[src/rtl/card_pkg.sv]
// Shared types, constants and card-value helpers for the card dealing
// controller and its hand-total calculator.
package card_pkg;

  localparam int NUM_SLOTS_DEFAULT = 9;
  localparam int BJ_TARGET         = 21;
  localparam int ACE_BONUS         = 10;

  typedef logic [5:0] card_code_t;

  typedef enum logic [1:0] {
    ST_IDLE,
    ST_FETCH,
    ST_REVEAL,
    ST_ACK
  } deal_state_t;

  // Point value of a card; codes beyond the 52-card deck count as 10.
  function automatic logic [3:0] card_value(input card_code_t code);
    logic [3:0] rank;
    if (code > 6'd51) begin
      return 4'd10;
    end
    rank = 4'(code % 6'd13);
    if (rank == 4'd0) begin
      return 4'd1;
    end else if (rank <= 4'd8) begin
      return rank + 4'd1;
    end else begin
      return 4'd10;
    end
  endfunction

  // True only for genuine aces; out-of-deck codes are never aces.
  function automatic logic is_ace(input card_code_t code);
    return (code <= 6'd51) && ((code % 6'd13) == 6'd0);
  endfunction

endpackage

[src/rtl/card_deal_ctrl_hand_value_calc.sv]
// hand_value_calc: registered hand total (soft-ace aware), bust and
// blackjack flags computed from slot codes and the visible-slot mask.
// Results appear one cycle after the mask or codes change.
module hand_value_calc
  import card_pkg::*;
#(
  parameter int NUM_SLOTS = NUM_SLOTS_DEFAULT
) (
  input  logic                   clk,
  input  logic                   rst,
  input  logic [6*NUM_SLOTS-1:0] slot_cards,
  input  logic [NUM_SLOTS-1:0]   visible,
  output logic [4:0]             hand_total,
  output logic                   bust,
  output logic                   blackjack
);

  localparam int VC_W = $clog2(NUM_SLOTS + 1);

  logic [6:0]           slot_val [NUM_SLOTS];
  logic [NUM_SLOTS-1:0] slot_ace;

  logic [6:0]      hard_sum;
  logic [6:0]      best_sum;
  logic [VC_W-1:0] vis_cnt;

  logic [4:0] hand_total_d, hand_total_q;
  logic       bust_d, bust_q;
  logic       blackjack_d, blackjack_q;

  // Per-slot value and ace flag, masked by visibility.
  for (genvar gi = 0; gi < NUM_SLOTS; gi++) begin : g_slot
    assign slot_val[gi] = visible[gi] ? 7'(card_value(slot_cards[6*gi +: 6])) : 7'd0;
    assign slot_ace[gi] = visible[gi] & is_ace(slot_cards[6*gi +: 6]);
  end

  // Sum visible values, promote one ace to 11 when it does not bust.
  always_comb begin
    hard_sum = 7'd0;
    vis_cnt  = '0;
    for (int i = 0; i < NUM_SLOTS; i++) begin
      hard_sum = hard_sum + slot_val[i];
      vis_cnt  = vis_cnt + VC_W'(visible[i]);
    end
    best_sum = hard_sum;
    if ((|slot_ace) && ((hard_sum + 7'(ACE_BONUS)) <= 7'(BJ_TARGET))) begin
      best_sum = hard_sum + 7'(ACE_BONUS);
    end
    hand_total_d = (best_sum > 7'd31) ? 5'd31 : best_sum[4:0];
    bust_d       = hard_sum > 7'(BJ_TARGET);
    blackjack_d  = (vis_cnt == VC_W'(2)) && (best_sum == 7'(BJ_TARGET));
  end

  // Register the results.
  always_ff @(posedge clk) begin
    if (rst) begin
      hand_total_q <= 5'd0;
      bust_q       <= 1'b0;
      blackjack_q  <= 1'b0;
    end else begin
      hand_total_q <= hand_total_d;
      bust_q       <= bust_d;
      blackjack_q  <= blackjack_d;
    end
  end

  assign hand_total = hand_total_q;
  assign bust       = bust_q;
  assign blackjack  = blackjack_q;

endmodule

[src/rtl/card_deal_ctrl.sv]
// card_deal_ctrl: sequences one deal at a time into the 9-slot display
// chain: fetch a card over valid/ready, store it, wait a frame-counted
// reveal delay, make the slot visible, then acknowledge.
// Optional macro CARD_DEAL_HOLE_EN adds a hidden hole-card slot
// (HOLE_SLOT) that is only shown after a reveal_hole pulse.
module card_deal_ctrl
  import card_pkg::*;
#(
  parameter int NUM_SLOTS     = NUM_SLOTS_DEFAULT,
  parameter int REVEAL_FRAMES = 8,
  parameter int CNT_W         = 4
`ifdef CARD_DEAL_HOLE_EN
  , parameter int HOLE_SLOT   = 1
`endif
) (
  input  logic                   clk,
  input  logic                   rst,
  input  logic                   frame_tick,
  input  logic                   deal_req,
  input  logic                   clear,
  input  logic                   card_valid,
  input  logic [5:0]             card_code,
`ifdef CARD_DEAL_HOLE_EN
  input  logic                   reveal_hole,
`endif
  output logic                   card_ready,
  output logic                   deal_ack,
  output logic                   deal_err,
  output logic                   busy,
  output logic [CNT_W-1:0]       card_count,
  output logic [NUM_SLOTS-1:0]   slot_visible,
  output logic [6*NUM_SLOTS-1:0] slot_cards,
  output logic [4:0]             hand_total,
  output logic                   bust,
  output logic                   blackjack
);

  localparam int FC_W = (REVEAL_FRAMES > 1) ? $clog2(REVEAL_FRAMES) : 1;
  localparam logic [FC_W-1:0] FC_LAST = (REVEAL_FRAMES > 0) ? FC_W'(REVEAL_FRAMES - 1) : '0;

  deal_state_t          state_d, state_q;
  logic [CNT_W-1:0]     card_count_d, card_count_q;
  card_code_t           slot_d [NUM_SLOTS];
  card_code_t           slot_q [NUM_SLOTS];
  logic [NUM_SLOTS-1:0] slot_visible_d, slot_visible_q;
  logic [FC_W-1:0]      frame_cnt_d, frame_cnt_q;
  logic                 card_ready_d, card_ready_q;
  logic                 deal_ack_d, deal_ack_q;
  logic                 deal_err_d, deal_err_q;

  logic [CNT_W-1:0]     cur_slot;
  logic                 reveal_now;

  // Slot being revealed is the one most recently filled.
  assign cur_slot = card_count_q - CNT_W'(1);

  // Next-state and datapath updates; clear overrides everything.
  always_comb begin
    state_d        = state_q;
    card_count_d   = card_count_q;
    slot_d         = slot_q;
    slot_visible_d = slot_visible_q;
    frame_cnt_d    = frame_cnt_q;
    card_ready_d   = 1'b0;
    deal_ack_d     = 1'b0;
    deal_err_d     = 1'b0;
    reveal_now     = 1'b0;

    case (state_q)
      ST_IDLE: begin
        if (deal_req) begin
          if (card_count_q < CNT_W'(NUM_SLOTS)) begin
            state_d      = ST_FETCH;
            card_ready_d = 1'b1;
          end else begin
            state_d    = ST_ACK;
            deal_ack_d = 1'b1;
            deal_err_d = 1'b1;
          end
        end
      end

      ST_FETCH: begin
        card_ready_d = 1'b1;
        if (card_valid && card_ready_q) begin
          for (int i = 0; i < NUM_SLOTS; i++) begin
            if (CNT_W'(i) == card_count_q) begin
              slot_d[i] = card_code;
            end
          end
          card_count_d = card_count_q + CNT_W'(1);
          frame_cnt_d  = '0;
          card_ready_d = 1'b0;
          state_d      = ST_REVEAL;
        end
      end

      ST_REVEAL: begin
        if (REVEAL_FRAMES == 0) begin
          reveal_now = 1'b1;
        end else if (frame_tick) begin
          if (frame_cnt_q == FC_LAST) begin
            reveal_now = 1'b1;
          end else begin
            frame_cnt_d = frame_cnt_q + FC_W'(1);
          end
        end
        if (reveal_now) begin
          for (int i = 0; i < NUM_SLOTS; i++) begin
            if (CNT_W'(i) == cur_slot) begin
`ifdef CARD_DEAL_HOLE_EN
              if (i != HOLE_SLOT) begin
                slot_visible_d[i] = 1'b1;
              end
`else
              slot_visible_d[i] = 1'b1;
`endif
            end
          end
          state_d    = ST_ACK;
          deal_ack_d = 1'b1;
        end
      end

      ST_ACK: begin
        state_d = ST_IDLE;
      end

      default: begin
        state_d = ST_IDLE;
      end
    endcase

`ifdef CARD_DEAL_HOLE_EN
    // Hole card shown on request once it has been dealt.
    if (reveal_hole && (card_count_q > CNT_W'(HOLE_SLOT))) begin
      slot_visible_d[HOLE_SLOT] = 1'b1;
    end
`endif

    if (clear) begin
      state_d        = ST_IDLE;
      card_count_d   = '0;
      slot_visible_d = '0;
      frame_cnt_d    = '0;
      card_ready_d   = 1'b0;
      deal_ack_d     = 1'b0;
      deal_err_d     = 1'b0;
      for (int i = 0; i < NUM_SLOTS; i++) begin
        slot_d[i] = '0;
      end
    end
  end

  // State and datapath registers.
  always_ff @(posedge clk) begin
    if (rst) begin
      state_q        <= ST_IDLE;
      card_count_q   <= '0;
      slot_visible_q <= '0;
      frame_cnt_q    <= '0;
      card_ready_q   <= 1'b0;
      deal_ack_q     <= 1'b0;
      deal_err_q     <= 1'b0;
      for (int i = 0; i < NUM_SLOTS; i++) begin
        slot_q[i] <= '0;
      end
    end else begin
      state_q        <= state_d;
      card_count_q   <= card_count_d;
      slot_visible_q <= slot_visible_d;
      frame_cnt_q    <= frame_cnt_d;
      card_ready_q   <= card_ready_d;
      deal_ack_q     <= deal_ack_d;
      deal_err_q     <= deal_err_d;
      slot_q         <= slot_d;
    end
  end

  for (genvar gi = 0; gi < NUM_SLOTS; gi++) begin : g_flat
    assign slot_cards[6*gi +: 6] = slot_q[gi];
  end

  assign card_ready   = card_ready_q;
  assign deal_ack     = deal_ack_q;
  assign deal_err     = deal_err_q;
  assign busy         = (state_q != ST_IDLE);
  assign card_count   = card_count_q;
  assign slot_visible = slot_visible_q;

  hand_value_calc #(
    .NUM_SLOTS (NUM_SLOTS)
  ) u_hand_value_calc (
    .clk        (clk),
    .rst        (rst),
    .slot_cards (slot_cards),
    .visible    (slot_visible_q),
    .hand_total (hand_total),
    .bust       (bust),
    .blackjack  (blackjack)
  );

endmodule

[config.mk]
export PLATFORM = sky130hd
export DESIGN_NAME = card_deal_ctrl
export DESIGN_NICKNAME = d
export VERILOG_FILES = /design/src/rtl/card_pkg.sv /design/src/rtl/card_deal_ctrl_hand_value_calc.sv /design/src/rtl/card_deal_ctrl.sv
export SDC_FILE = /design/constraint.sdc
export NUM_CORES = 1
export LEC_CHECK = 0
export ABC_AREA = 0
export BUFFER_PORTS_ARGS = -buffer_cell sky130_fd_sc_hd__buf_4
export CAP_MARGIN = 20
export CORE_ASPECT_RATIO = 0.5
export CORE_MARGIN = 4
export CORE_UTILIZATION = 40
export CTS_CLUSTER_DIAMETER = 150
export DETAILED_ROUTE_END_ITERATION = 6
export PLACE_DENSITY_LB_ADDON = 0.05
export SETUP_SLACK_MARGIN = 0.3
export SLEW_MARGIN = 5
export SYNTH_ARGS = -nofsm -noshare
export SYNTH_HDL_FRONTEND = slang
export SYNTH_SLANG_ARGS = --single-unit
[constraint.sdc]
create_clock -name clk -period 19.6 [get_ports clk]
set_clock_uncertainty 0.15 [all_clocks]
set_input_delay 0.98 -clock clk [delete_from_list [all_inputs] [get_ports clk]]
set_output_delay 0.98 -clock clk [all_outputs]
set_load 0.01 [all_outputs]
==> results of run 1 <==
==> metal layers <==
metal,up-vias,share of wire [%]
li1,4986,-
met1,4754,51
met2,199,43
met3,22,4.9
met4,0,0.98
met5,-,0
==> layout make-up <==
cell class | count | area, µm² | share of cell area, %
Multi-Input combinational cell | 1073 | 7958 | 69.32
Timing Repair Buffer | 92 | 688.2 | 5.995
Sequential cell | 82 | 1642 | 14.30
Clock buffer | 9 | 225.2 | 1.962
Tap cell | 344 | 430.4 | 3.749
Clock inverter | 7 | 75.07 | 0.6539
Inverter | 123 | 461.7 | 4.022
==> cells by family (layout without fill, tap and decap cells) <==
logic type | Yosys count | after routing
AND/OR/NAND/NOR | 457 | 457
multiplexers | 61 | 61
flip-flops | 82 | 82
XOR/XNOR | 35 | 35
adder cells (fa/ha/maj) | 129 | 129
AO/OA/AOI/OAI | 391 | 391
buffers and inverters | 198 | 231
==> sequential cells by signal, summed over array words and instances, names as in the netlist <==
register	count
frame_cnt_q	3
deal_ack	1
card_ready	1
card_count	4
u_hand_value_calc.hand_total	5
u_hand_value_calc.blackjack	1
slot_cards	54
deal_err	1
state_q	2
slot_visible	9
u_hand_value_calc.bust	1
==> layout by cell type (no fill, tap or decap), types with 8 or more instances in the layout <==
master       n
clkbuf_16    9
a31oi_1     29
a21o_1       9
nor3_1      38
maj3_1       9
o31ai_1     16
nor2_1     108
mux2_2       9
o21ai_1      8
a211oi_1    15
inv_1      122
and3_1      14
a311oi_1     8
fa_1        31
o21ai_0     53
nor2b_1     20
nand2_1     91
o21a_1      14
or2_2        8
xnor2_1     31
nand2b_1    32
o211ai_1    10
dfxtp_1     82
nand3_1     56
mux2i_1     49
nor4_1       9
buf_4       91
ha_1        89
and2_1      16
o21bai_1    10
a21oi_1     99
==> how the worst max path moves through the flow <==
stage / end / slack (ns) / cells after the start
final: u_hand_value_calc.blackjack$_SDFF_PP0_ / 9.15 / 35
after global routing: u_hand_value_calc.blackjack$_SDFF_PP0_ / 8.40 / 34
after CTS: u_hand_value_calc.blackjack$_SDFF_PP0_ / 9.17 / 35
after detailed placement: u_hand_value_calc.blackjack$_SDFF_PP0_ / 9.21 / 35
after global placement: u_hand_value_calc.blackjack$_SDFF_PP0_ / 9.50 / 35
after floorplan: u_hand_value_calc.blackjack$_SDFF_PP0_ / 10.16 / 38
==> worst reg2reg max path: cells and delay by family (launching register included) <==
family	cells	cell delay, ns
mux	1	0.32
buf+inv	4	0.29
compound gates	9	2.24
fa+ha+maj	10	3.75
flops	1	0.56
xor+xnor	3	0.78
simple gates	8	2.34
==> per-stage QoR <==
stage | cell area [µm²] | cells | hold slack [ns]
3_3_place_gp | 11170 | 1713 | 0.3106
3_5_place_dp | 11170 | 1713 | 0.3185
6_report | 11480 | 1730 | 0.3295
4_1_cts | 11470 | 1729 | 0.3268
2_1_floorplan | 10380 | 1353 | 0.2998
5_1_grt | 11480 | 1730 | 0.3571
==> Yosys cell counts (8+ instances only) <==
cell,count
inv_1,122
nor2_1,108
a21oi_1,99
nand2_1,91
ha_1,89
dfxtp_1,82
nand3_1,56
o21ai_0,53
clkbuf_1,49
mux2i_1,49
nor3_1,38
nand2b_1,32
fa_1,31
xnor2_1,31
a31oi_1,29
buf_2,26
nor2b_1,20
and2_1,16
o31ai_1,16
a211oi_1,15
and3_1,14
o21a_1,14
o211ai_1,10
o21bai_1,10
a21o_1,9
maj3_1,9
mux2_2,9
nor4_1,9
a311oi_1,8
o21ai_1,8
or2_2,8
==> where the power goes <==
part           leakage (nW)  internal (mW)  switching (mW)
clock                 0.138         0.0993          0.0799
sequential            0.660          0.167        0.000468
combinational          3.75        0.00457          0.0112
==> metrics, run 1 <==
Post-Synth Adder-Cell Area=17.58%; first-pass GRT wire length=49.31 mm; synth warn=0; Yosys top cell area share=15.82%; status=completed; final wirelength=30.53 mm; I/O pin count=90; fin crit share=53.31%; number of enable flip-flop cells after synthesis=0; CTS buffer count=9; Leak=4.546 nW; GPL Wtd Cong=0.8785; met2 usage=33.27%; post-DP HPWL=23.43 mm; fmax=95.71 MHz; CP Class=reg -> reg; die area=28730 µm²; Fill cells=2560; Synth Area in XOR/XNOR=3.136%; FP Rows=41; PnR worst setup slack=9.151 ns; ys async rst share=0%; WHS Path Cells=2; CP max stage delay=0.64 ns; vias in the first global route=9301; Reg-to-Reg Start=slot_cards[32]$_SDFFE_PP0P_; CTS resizes=0; DRC=0; post-DR vias/cell=5.758; DIE WIDTH=235.8 µm; CTS clk-pin slew, worst paths=0.07 ns; clock root cell=clkbuf_16; ant diodes=0; die height=121.9 µm; hold_sp=frame_cnt_q[2]$_SDFFE_PP0P_; mapped cell area=10370 µm²; Initial Utilization=40.94%; Avg Cell Area, Syn=7.668 µm²; all-layer global routing usage=21.16%; clk sink count=82; sequential area share after synthesis=15.82%; H-Tree Depth=3; total chip power=0.3625 mW; Layout Area Growth over Synthesis=10.65%; initial antenna violation count=0; r2r setup slk=9.15 ns; Slew Viols, Final=0; Post-Synth Simple-Gate Area=23.32%; Vias=9961; Crit. Startpoint=slot_cards[32]$_SDFFE_PP0P_; layout cells sized above 1=11.40%; CTS tree=yes; syn nets=1485; setup repair after global routing missed its margin=no; Bufs on Longest Clock Path=2; met3 usage=4.026%; core area=25340 µm²; slowest stage cell, crit path=or4b_1; worst-path maximum fanout=12; Final Setup Violations=0; Skew-Pair Late Insertion Delay=0.37 ns; met1 usage=30.46%; Compound-Gate Fraction of Synth Area=26.56%; Worst setup EP type=register; port bufs=89; Netlist cell types=96; Final nets=1513; hold_buf cts=0; CP Data Arrival Time=10.61 ns; final core occ=45.30%; reg2reg path depth=35; cell family with most CP delay=adder cells; multiplexer area fraction after synthesis=6.102%; predominant post-synthesis flop cell=dfxtp_1; DP Worst Slack=9.213 ns; max-cap viol count=0; synth top area cells=dfxtp_1, ha_1, fa_1, a21oi_1, mux2i_1; post-layout min period=10.45 ns; DR iter-0 viols=699; Total Neg Setup Slack=0 ns; post-route ant nets=0; Worst Hold Path EP=frame_cnt_q[2]$_SDFFE_PP0P_; element type at the critical path start=register; Post CTS Setup Buffer Count=0; gr busiest metal=met2; Hold Fails Final Rpt=0; Yosys top cell by area=dfxtp_1; largest net degree at the start of global routing=74; Critical R2R Capture=u_hand_value_calc.blackjack$_SDFF_PP0_; worst-margin pin slew=0.8286 ns; Initial DRT Pass Iterations=5; #FFs+latches synth=82; PD cells=31.58 nW/µm²; VDD IR max=0.04550 mV; WP data required=19.76 ns; gr ovfl total=0; HP Class=reg -> reg; Mapped Cells=1353; Buf+Inv Stages, Crit Path=4; Avg WL per Cell=17.65 µm; Worst slew margin=44.76%; largest family of logic cells by synthesized area=compound AO/OA/AOI/OAI gates
Note: power is estimated with default switching activity, not from simulation.
==> run 2: changes to the inputs <==
==> constraint.sdc (replaced) <==
create_clock -name clk -period 9 [get_ports clk]
set_clock_uncertainty 0.15 [all_clocks]
set_input_delay 0.45 -clock clk [delete_from_list [all_inputs] [get_ports clk]]
set_output_delay 0.45 -clock clk [all_outputs]
set_load 0.01 [all_outputs]
==> run 2 against run 1 <==
Sequential cell count is the same. Global-route usage grew 0.62 points. Setup slack lost 8.8 ns. Sequential share of layout area shrank 0.99 points. Count of clock-buffer cells in the layout grew 2. Core utilization grew 3.7 points. Sequential power grew 120%. Non-clock buffer count grew 78. Fmax grew 20%. Final cell count grew 4.5%. Worst hold slack lost 0.13 ns. Highest routed layer unchanged.
==> metrics, run 2 (same netlist as run 1, synthesis figures left out) <==
Final nets=1591; post-route ant nets=0; Crit. Startpoint=slot_cards[33]$_SDFFE_PP0P_; CP Data Arrival Time=8.78 ns; area of the multi-input gates=8299 µm²; reg2reg path depth=36; HP Class=in -> reg; CTS tree=yes; Slew Viols, Final=0; initial antenna violation count=0; DIE WIDTH=235.8 µm; layout cells sized above 1=20.29%; Buf+Inv Stages, Crit Path=5; PnR worst setup slack=0.3028 ns; clock root cell=clkbuf_16; Non-Filler Instances=1808; max-cap viol count=0; gr ovfl total=0; DP Cell Count=1768; status=completed; GPL Wtd Cong=0.8581; cell depth of the worst setup path=36; I/O pin count=90; H-Tree Depth=3; Initial DRT Pass Iterations=5; Reg-to-Reg Start=slot_cards[33]$_SDFFE_PP0P_; Critical R2R Capture=u_hand_value_calc.hand_total[4]$_SDFF_PP0_; Worst slew margin=43.73%; Final Setup Violations=0; CP max stage delay=0.57 ns; clk sink count=82; Worst setup EP type=register; hold slack=0.2043 ns; first-pass GRT wire length=50.67 mm; cell family with most CP delay=adder cells; ant diodes=0; CP Class=reg -> reg; number of flip-flops in the largest register=54; Leak=5.006 nW; crit-path most repeated cell=fa_1; slowest stage cell, crit path=or4b_4; setup repair after global routing missed its margin=yes; final wirelength=31.61 mm; Critical Path Sink=u_hand_value_calc.hand_total[4]$_SDFF_PP0_; worst-margin pin slew=0.8440 ns; commonest non-fill, non-tap cells in the layout=buf_4, inv_1, nor2_1; DR iter-0 viols=633; Avg WL per Cell=17.48 µm; final core occ=48.96%; core area=25340 µm²; post-DR vias/cell=5.688; all-layer global routing usage=21.79%; Initial Utilization=40.94%; Skew-Pair Late Insertion Delay=0.37 ns; DP Worst Slack=-0.1392 ns; most common cell after layout, fill and taps aside=buf_4; post-DP HPWL=24.05 mm; element type at the critical path start=register; VDD IR max=0.06784 mV; WP data required=9.09 ns; FP Rows=41; hold_buf cts=0; CTS clk-pin slew, worst paths=0.06 ns; largest net degree at the start of global routing=74; total chip power=0.7845 mW; Bufs on Longest Clock Path=2; post-layout min period=8.697 ns; die area=28730 µm²; fmax=115.0 MHz; worst-path maximum fanout=7; Vias=10280; Layout Area Growth over Synthesis=19.60%; PD cells=63.22 nW/µm²; die height=121.9 µm; r2r setup slk=0.30 ns; port bufs=89; CTS buffer count=9; Fill cells=2478; fin crit share=96.64%; DRC=0; vias in the first global route=9666; Hold Fails Final Rpt=0; register area=1652 µm²
[run 2: cell types whose count changed in the layout (fill, tap and decap cells not counted), moves of 3 or more]
cell | before | now
ha_2 | 0 | 8
o21ai_0 | 53 | 49
dfxtp_1 | 82 | 78
xnor2_1 | 31 | 26
buf_4 | 91 | 170
mux2i_1 | 49 | 46
ha_4 | 0 | 3
inv_2 | 1 | 7
inv_1 | 122 | 115
xnor2_2 | 0 | 4
ha_1 | 89 | 78
a21oi_1 | 99 | 90
a21oi_2 | 3 | 10
[run 2: how the worst min path moves through the flow]
| stage | cells after the start | to | startpoint |
|---|---|---|---|
| floorplan | 2 | frame_cnt_q[1]$_SDFFE_PP0P_ | frame_cnt_q[1]$_SDFFE_PP0P_ |
| global placement | 2 | frame_cnt_q[2]$_SDFFE_PP0P_ | frame_cnt_q[2]$_SDFFE_PP0P_ |
| detailed placement | 2 | frame_cnt_q[1]$_SDFFE_PP0P_ | frame_cnt_q[1]$_SDFFE_PP0P_ |
| CTS | 3 | card_ready$_SDFF_PP0_ | deal_req |
| global route | 2 | u_hand_value_calc.hand_total[2]$_SDFF_PP0_ | rst |
| finish | 3 | card_ready$_SDFF_PP0_ | deal_req |
[run 2: repair_timing]
action | 4_1_cts | 5_1_grt
pin swaps | 17 | 15
setup buffers | 13 | 11
gates resized for setup | 19 | 35
endpoints found under the setup margin | 6 | 6
[run 2: metal layers]
metal	GRT usage (%)	up-vias	wire length, µm
met1	30.59	4910	15550
met3	3.845	26	1530
met4	4.617	0	405
met2	35.40	203	14120
li1	-	5145	-
met5	0	-	0
[run 2: per-stage QoR]
stage	setup TNS, ns	cell area, µm²
after floorplan	0	10540
after CTS	0	12200
final	0	12410
after detailed placement	-0.5717	11730
after global placement	0	11730
after global routing	-0.005568	12410
[run 2: worst min-delay path: stages]
cell and delay (ns):
buf_4 0.09, a31oi_1 0.07, nor2_1 0.08
[run 2: layout make-up]
type / instances / area share [%]
Inverter: 123 / 3.741
Clock inverter: 5 / 0.4336
Sequential cell: 82 / 13.31
Multi-Input combinational cell: 1073 / 66.88
Clock buffer: 11 / 1.876
Tap cell: 344 / 3.469
Timing Repair Buffer: 170 / 10.29
[run 2: where the power goes]
| part | switching (mW) | leakage (nW) | internal (mW) |
|---|---|---|---|
| clock | 0.171 | 0.140 | 0.215 |
| combinational | 0.0248 | 4.20 | 0.0100 |
| sequential | 0.000903 | 0.663 | 0.363 |
